## config.mk

```make
export PLATFORM = sky130hd
export DESIGN_NAME = wb_spi_sram
export DESIGN_NICKNAME = d
export VERILOG_FILES = /design/src/rtl/wb_spi_sram.sv
export SDC_FILE = /design/constraint.sdc
export NUM_CORES = 1
export LEC_CHECK = 0
export CAP_MARGIN = 0
export CORE_MARGIN = 2
export CORE_UTILIZATION = 59
export DETAILED_ROUTE_END_ITERATION = 7
export PLACE_DENSITY = 0.82
export SLEW_MARGIN = 25
export SYNTH_ARGS = -nofsm -noshare
export SYNTH_HDL_FRONTEND = slang
export SYNTH_SLANG_ARGS = --single-unit
```

## constraint.sdc

```tcl
create_clock -name clk_i -period 6.7 [get_ports clk_i]
set_input_delay 1.34 -clock clk_i [delete_from_list [all_inputs] [get_ports clk_i]]
set_output_delay 1.34 -clock clk_i [all_outputs]
set_load 0.01 [all_outputs]
```

## src/rtl/wb_spi_sram.sv

```systemverilog
// Wishbone classic slave that turns single-byte accesses into mode-0 SPI SRAM READ/WRITE transactions.
// Define WB_SPI_SRAM_FAST_READ_EN to issue FAST READ (0x0B) with eight dummy bits on reads.
module wb_spi_sram #(
   parameter int ADDR_WIDTH = 24,
   parameter int DATA_WIDTH = 8,
   parameter int SEL_WIDTH  = DATA_WIDTH / 8
) (
   input  logic                  clk_i,
   input  logic                  rst_i,
   input  logic                  wb_cyc_i,
   input  logic                  wb_stb_i,
   input  logic [ADDR_WIDTH-1:0] wb_adr_i,
   input  logic                  wb_we_i,
   input  logic [SEL_WIDTH-1:0]  wb_sel_i,
   input  logic [DATA_WIDTH-1:0] wb_dat_i,
   output logic                  wb_ack_o,
   output logic                  wb_err_o,
   output logic                  wb_rty_o,
   output logic [DATA_WIDTH-1:0] wb_dat_o,
   output logic                  spi_sck_o,
   output logic                  spi_cs_n_o,
   output logic                  spi_mosi_o,
   input  logic                  spi_miso_i
);

   localparam int CW = $clog2(ADDR_WIDTH);

`ifdef WB_SPI_SRAM_FAST_READ_EN
   typedef enum logic [2:0] {IDLE, CMD, ADDR, DUMMY, DATA, DONE} state_t;
   localparam logic [7:0] READ_CMD = 8'h0B;
`else
   typedef enum logic [2:0] {IDLE, CMD, ADDR, DATA, DONE} state_t;
   localparam logic [7:0] READ_CMD = 8'h03;
`endif

   state_t                state;
   logic [CW-1:0]         bit_cnt;
   logic [CW-1:0]         last_bit;
   logic [ADDR_WIDTH-1:0] adr_q;
   logic [ADDR_WIDTH-1:0] tx;
   logic                  we_q;
   logic [7:0]            dat_q;
   logic [6:0]            rx;
   logic [7:0]            rx_next;
   logic [7:0]            cmd_byte;
   logic [7:0]            data_byte;
   logic                  unused_sel;

   assign wb_err_o   = 1'b0;
   assign wb_rty_o   = 1'b0;
   assign unused_sel = ^wb_sel_i;
   assign cmd_byte   = wb_we_i ? 8'h02 : READ_CMD;
   assign data_byte  = we_q ? dat_q : 8'h00;
   assign rx_next    = {rx, spi_miso_i};
   assign last_bit   = (state == ADDR) ? CW'(ADDR_WIDTH - 1) : CW'(7);

   // tx holds the bits still to be sent; the MSB of each field is loaded straight into spi_mosi_o.
   // Each bit spends one cycle with SCK low and one with SCK high; MISO is taken as SCK falls.
   always_ff @(posedge clk_i or posedge rst_i) begin
      if (rst_i) begin
         state      <= IDLE;
         bit_cnt    <= '0;
         adr_q      <= '0;
         tx         <= '0;
         we_q       <= 1'b0;
         dat_q      <= '0;
         rx         <= '0;
         spi_cs_n_o <= 1'b1;
         spi_sck_o  <= 1'b0;
         spi_mosi_o <= 1'b0;
         wb_ack_o   <= 1'b0;
         wb_dat_o   <= '0;
      end else begin
         wb_ack_o <= 1'b0;
         case (state)
            IDLE: begin
               if (wb_cyc_i && wb_stb_i) begin
                  adr_q      <= wb_adr_i;
                  we_q       <= wb_we_i;
                  dat_q      <= wb_dat_i[7:0];
                  state      <= CMD;
                  bit_cnt    <= '0;
                  spi_cs_n_o <= 1'b0;
                  spi_sck_o  <= 1'b0;
                  spi_mosi_o <= cmd_byte[7];
                  tx         <= {cmd_byte[6:0], {(ADDR_WIDTH - 7){1'b0}}};
               end
            end
            DONE: state <= IDLE;
            default: begin
               if (!wb_cyc_i) begin
                  state      <= IDLE;
                  bit_cnt    <= '0;
                  spi_cs_n_o <= 1'b1;
                  spi_sck_o  <= 1'b0;
                  spi_mosi_o <= 1'b0;
               end else if (!spi_sck_o) begin
                  spi_sck_o <= 1'b1;
               end else begin
                  spi_sck_o <= 1'b0;
                  rx        <= rx_next[6:0];
                  if (bit_cnt != last_bit) begin
                     bit_cnt    <= bit_cnt + 1'b1;
                     spi_mosi_o <= tx[ADDR_WIDTH-1];
                     tx         <= tx << 1;
                  end else begin
                     bit_cnt <= '0;
                     case (state)
                        CMD: begin
                           state      <= ADDR;
                           spi_mosi_o <= adr_q[ADDR_WIDTH-1];
                           tx         <= {adr_q[ADDR_WIDTH-2:0], 1'b0};
                        end
                        ADDR: begin
`ifdef WB_SPI_SRAM_FAST_READ_EN
                           if (!we_q) begin
                              state      <= DUMMY;
                              spi_mosi_o <= 1'b0;
                              tx         <= '0;
                           end else
`endif
                           begin
                              state      <= DATA;
                              spi_mosi_o <= data_byte[7];
                              tx         <= {data_byte[6:0], {(ADDR_WIDTH - 7){1'b0}}};
                           end
                        end
`ifdef WB_SPI_SRAM_FAST_READ_EN
                        DUMMY: begin
                           state      <= DATA;
                           spi_mosi_o <= data_byte[7];
                           tx         <= {data_byte[6:0], {(ADDR_WIDTH - 7){1'b0}}};
                        end
`endif
                        DATA: begin
                           state      <= DONE;
                           spi_cs_n_o <= 1'b1;
                           spi_mosi_o <= 1'b0;
                           wb_ack_o   <= 1'b1;
                           if (!we_q) begin
                              wb_dat_o <= DATA_WIDTH'(rx_next);
                           end
                        end
                        default: state <= IDLE;
                     endcase
                  end
               end
            end
         endcase
      end
   end

endmodule

```

==> results.tsv <==
metric	value	unit
CTS root buf	clkbuf_8	
Worst Skew	0.0106	ns
sequential-to-total area share from yosys stat	52.1	%
Max-Cap Viols	0	
ratio of total power to cell area	243	nW/um2
ANT cells	0	
Min-Delay Path Class	reg2reg	
Routed WL	7680	um
routability cong.	0.853	
CP Max Fanout	34	
Max Used Layer	met4	
CP startpoint kind	primary input	
DR iter-0 viols	164	
clk_lat worst skew	0.36	ns
DR WL met2	3760	um
TritonRoute pass-1 iters	4	
synthesis-to-finish area growth	16.2	%
endpoints failing setup	0	
fmax	0.309	GHz
Post-route DRC	0	
Vias	2739	
reg2reg path depth	4	
Hold Vio Cnt, Final	0	
global-route wire length before repair	13700	um
fin area	4630	um2
Post-CTS Resized	0	
largest net degree at the start of global routing	84	
Via density	6.09	
row cnt	29	
share of layout cells above drive strength 1	20.4	%
RSZ-0062 raised after global routing	false	
outcome	finished clean	
Post-synth EDFFs	0	
Post-CTS Hold Buffers	0	
antenna viol nets, final	0	
crit path DAT	3.46	ns
Netlist Area Pre-Place	3990	um2
hold endpoint	wb_dat_o[4]$_DFFE_PP0P_	
CP Capture Type	register	
CTS Buf Count	9	
Hold Path Depth	1	
met3 WL	265	um
Clock Path Buffers	2	
Max stage delay on crit path	0.77	ns
Tot GR Track Use	23.4	%
Leakage	2.03	nW
most frequent cells in the layout	dfrtp_1 (82), clkdlybuf4s50_1 (49), mux2_2 (43), nand2_1 (28), a22o_1 (16)	
Slowest-stage cell, CP	clkdlybuf4s50_1	
Congestion Overflow GR	0	
Die H	86.2	um
CTS tree	done	
PortBufs	49	
Max-slew headroom	37.1	%
initial antenna violation count	0	
Layout Nets	408	
top_reg_cell synth	dfrtp_1	
die width	86.2	um
H-tree depth	3	
clock sink total	83	
register bit count reported by yosys	83	
M1 WL	3580	um
synthesized instance count	330	
CP Cell Sequence	clkdlybuf4s50_1 > nand3_2 > mux2_1	
share of flip-flops with an asynchronous set or reset	100	%
RR Endpoint	adr_q[2]$_DFFE_PP0P_	
Worst-path clk slew	0.08	ns
YS warnings	0	
Crit Path Class	in2reg	
Final min period	3.24	ns
Data required, critical path	6.93	ns
CORE AREA	6460	um2
Pins Over Slew Limit	0	
Ports	53	
syn avg cell area	12.1	um2
number of global-route vias before repair	2870	
HPWL after DPL	4890	um
commonest non-fill, non-tap cell in the layout	dfrtp_1	
postcts setup bufs	0	
worst r2r src	state[0]$_DFFE_PP0P_	
VDD IR-drop max	204	uV
Synth cell types	54	
Final Cycle Share	48.3	%
Initial Util	61.7	%
Reg2Reg Setup Slack	4.08	ns
hold path start	wb_dat_o[4]$_DFFE_PP0P_	
worst slew pin tran	0.944	ns
wire per inst	17.1	um
final setup TNS	0	ns
Die ar.	7430	um2
DP Area	4450	um2
## registers in the layout, indices dropped and copies added, names as in the netlist, 3 cells and up
| register | cells |
|---|---|
| state | 3 |
| dat_q | 8 |
| rx | 7 |
| adr_q | 24 |
| wb_dat_o | 8 |
| tx | 23 |
| bit_cnt | 5 |
## kinds of logic after synthesis
logic type	synth area share (%)
AOI/OAI and AO/OA	16.7
xor gates and xnor gates	0.408
adders and majority gates	0.314
buffers and inverters	4.27
DFF	52.1
muxes	15.4
other	0.0941
and+or+nand+nor	10.7
## area by class of cell
class                           count  area, um2
Sequential cell                    83       2080
Fill cell                         476       1830
Multi-Input combinational cell    219       1740
Timing Repair Buffer               52        524
Clock buffer                       11        141
Tap cell                           77       96.3
Clock inverter                      5       36.3
Inverter                            3       12.5
## where the power goes
group | switching (W) | total [W] | internal (W)
Clock | 0.000186 | 0.000331 | 0.000146
Sequential | 0.0000517 | 0.000628 | 0.000576
Combinational | 0.0000695 | 0.000168 | 0.0000983
Total | 0.000307 | 0.00113 | 0.000820
## routing by layer
metal / up-vias / track usage [%]
li1: 1289 / -
met1: 1382 / 31.6
met2: 62 / 38.1
met3: 6 / 5.71
met4: 0 / 6.68
met5: - / 0
## metrics by stage
| stage | setup WS, ns | util, % | cells | hold slack (ns) | total power, W |
|---|---|---|---|---|---|
| floorplan | 3.22 | - | 331 | 0.450 | 0.000746 |
| global route | 3.28 | 71.7 | 450 | 0.521 | 0.00119 |
| global placement | 3.12 | 68.7 | 433 | 0.464 | 0.000794 |
| finish | 3.46 | 71.7 | 450 | 0.493 | 0.00113 |
| CTS | 3.47 | 71.6 | 450 | 0.500 | 0.00113 |
| detailed placement | 3.11 | 68.9 | 434 | 0.472 | 0.000806 |
## worst max-delay path by stage
stage | startpoint | end | slack, ns | depth (start not counted)
4_1_cts | wb_cyc_i | adr_q[2]$_DFFE_PP0P_ | 3.47 | 3
2_1_floorplan | rst_i | adr_q[0]$_DFFE_PP0P_ | 3.22 | 1
3_5_place_dp | wb_cyc_i | adr_q[2]$_DFFE_PP0P_ | 3.11 | 3
5_1_grt | wb_cyc_i | adr_q[2]$_DFFE_PP0P_ | 3.28 | 3
3_3_place_gp | wb_cyc_i | adr_q[2]$_DFFE_PP0P_ | 3.12 | 3
6_report | wb_cyc_i | adr_q[2]$_DFFE_PP0P_ | 3.46 | 3
## synth_stat cells, types with 3 or more instances
master     instances  area share (%)
a21o_1             4            0.75
dfrtp_1           82              51
inv_1              3            0.28
buf_4              5            0.94
o2bb2ai_1         15             3.3
nand2b_1           4            0.63
buf_6              3            0.85
buf_2              7            0.88
a31oi_1            3            0.47
nand3_1           11             1.4
or3_1              3            0.47
a22oi_1           15             2.8
nand2_1           28             2.6
mux2_2            43              12
a22o_1            16             3.5
mux2_1             4             1.1
o21ai_0           13             1.6
o31ai_1            4            0.75
nor2_1             6            0.56
mux2i_1            7             1.8
clkbuf_1          10            0.94
## worst max-delay path, delay by kind of cell
| family | cells | cell delay [ns] |
|---|---|---|
| AND/OR/NAND/NOR | 1 | 0.76 |
| multiplexers | 1 | 0.58 |
| buffers and inverters | 1 | 0.77 |
Power figures use the tool's default switching activity.
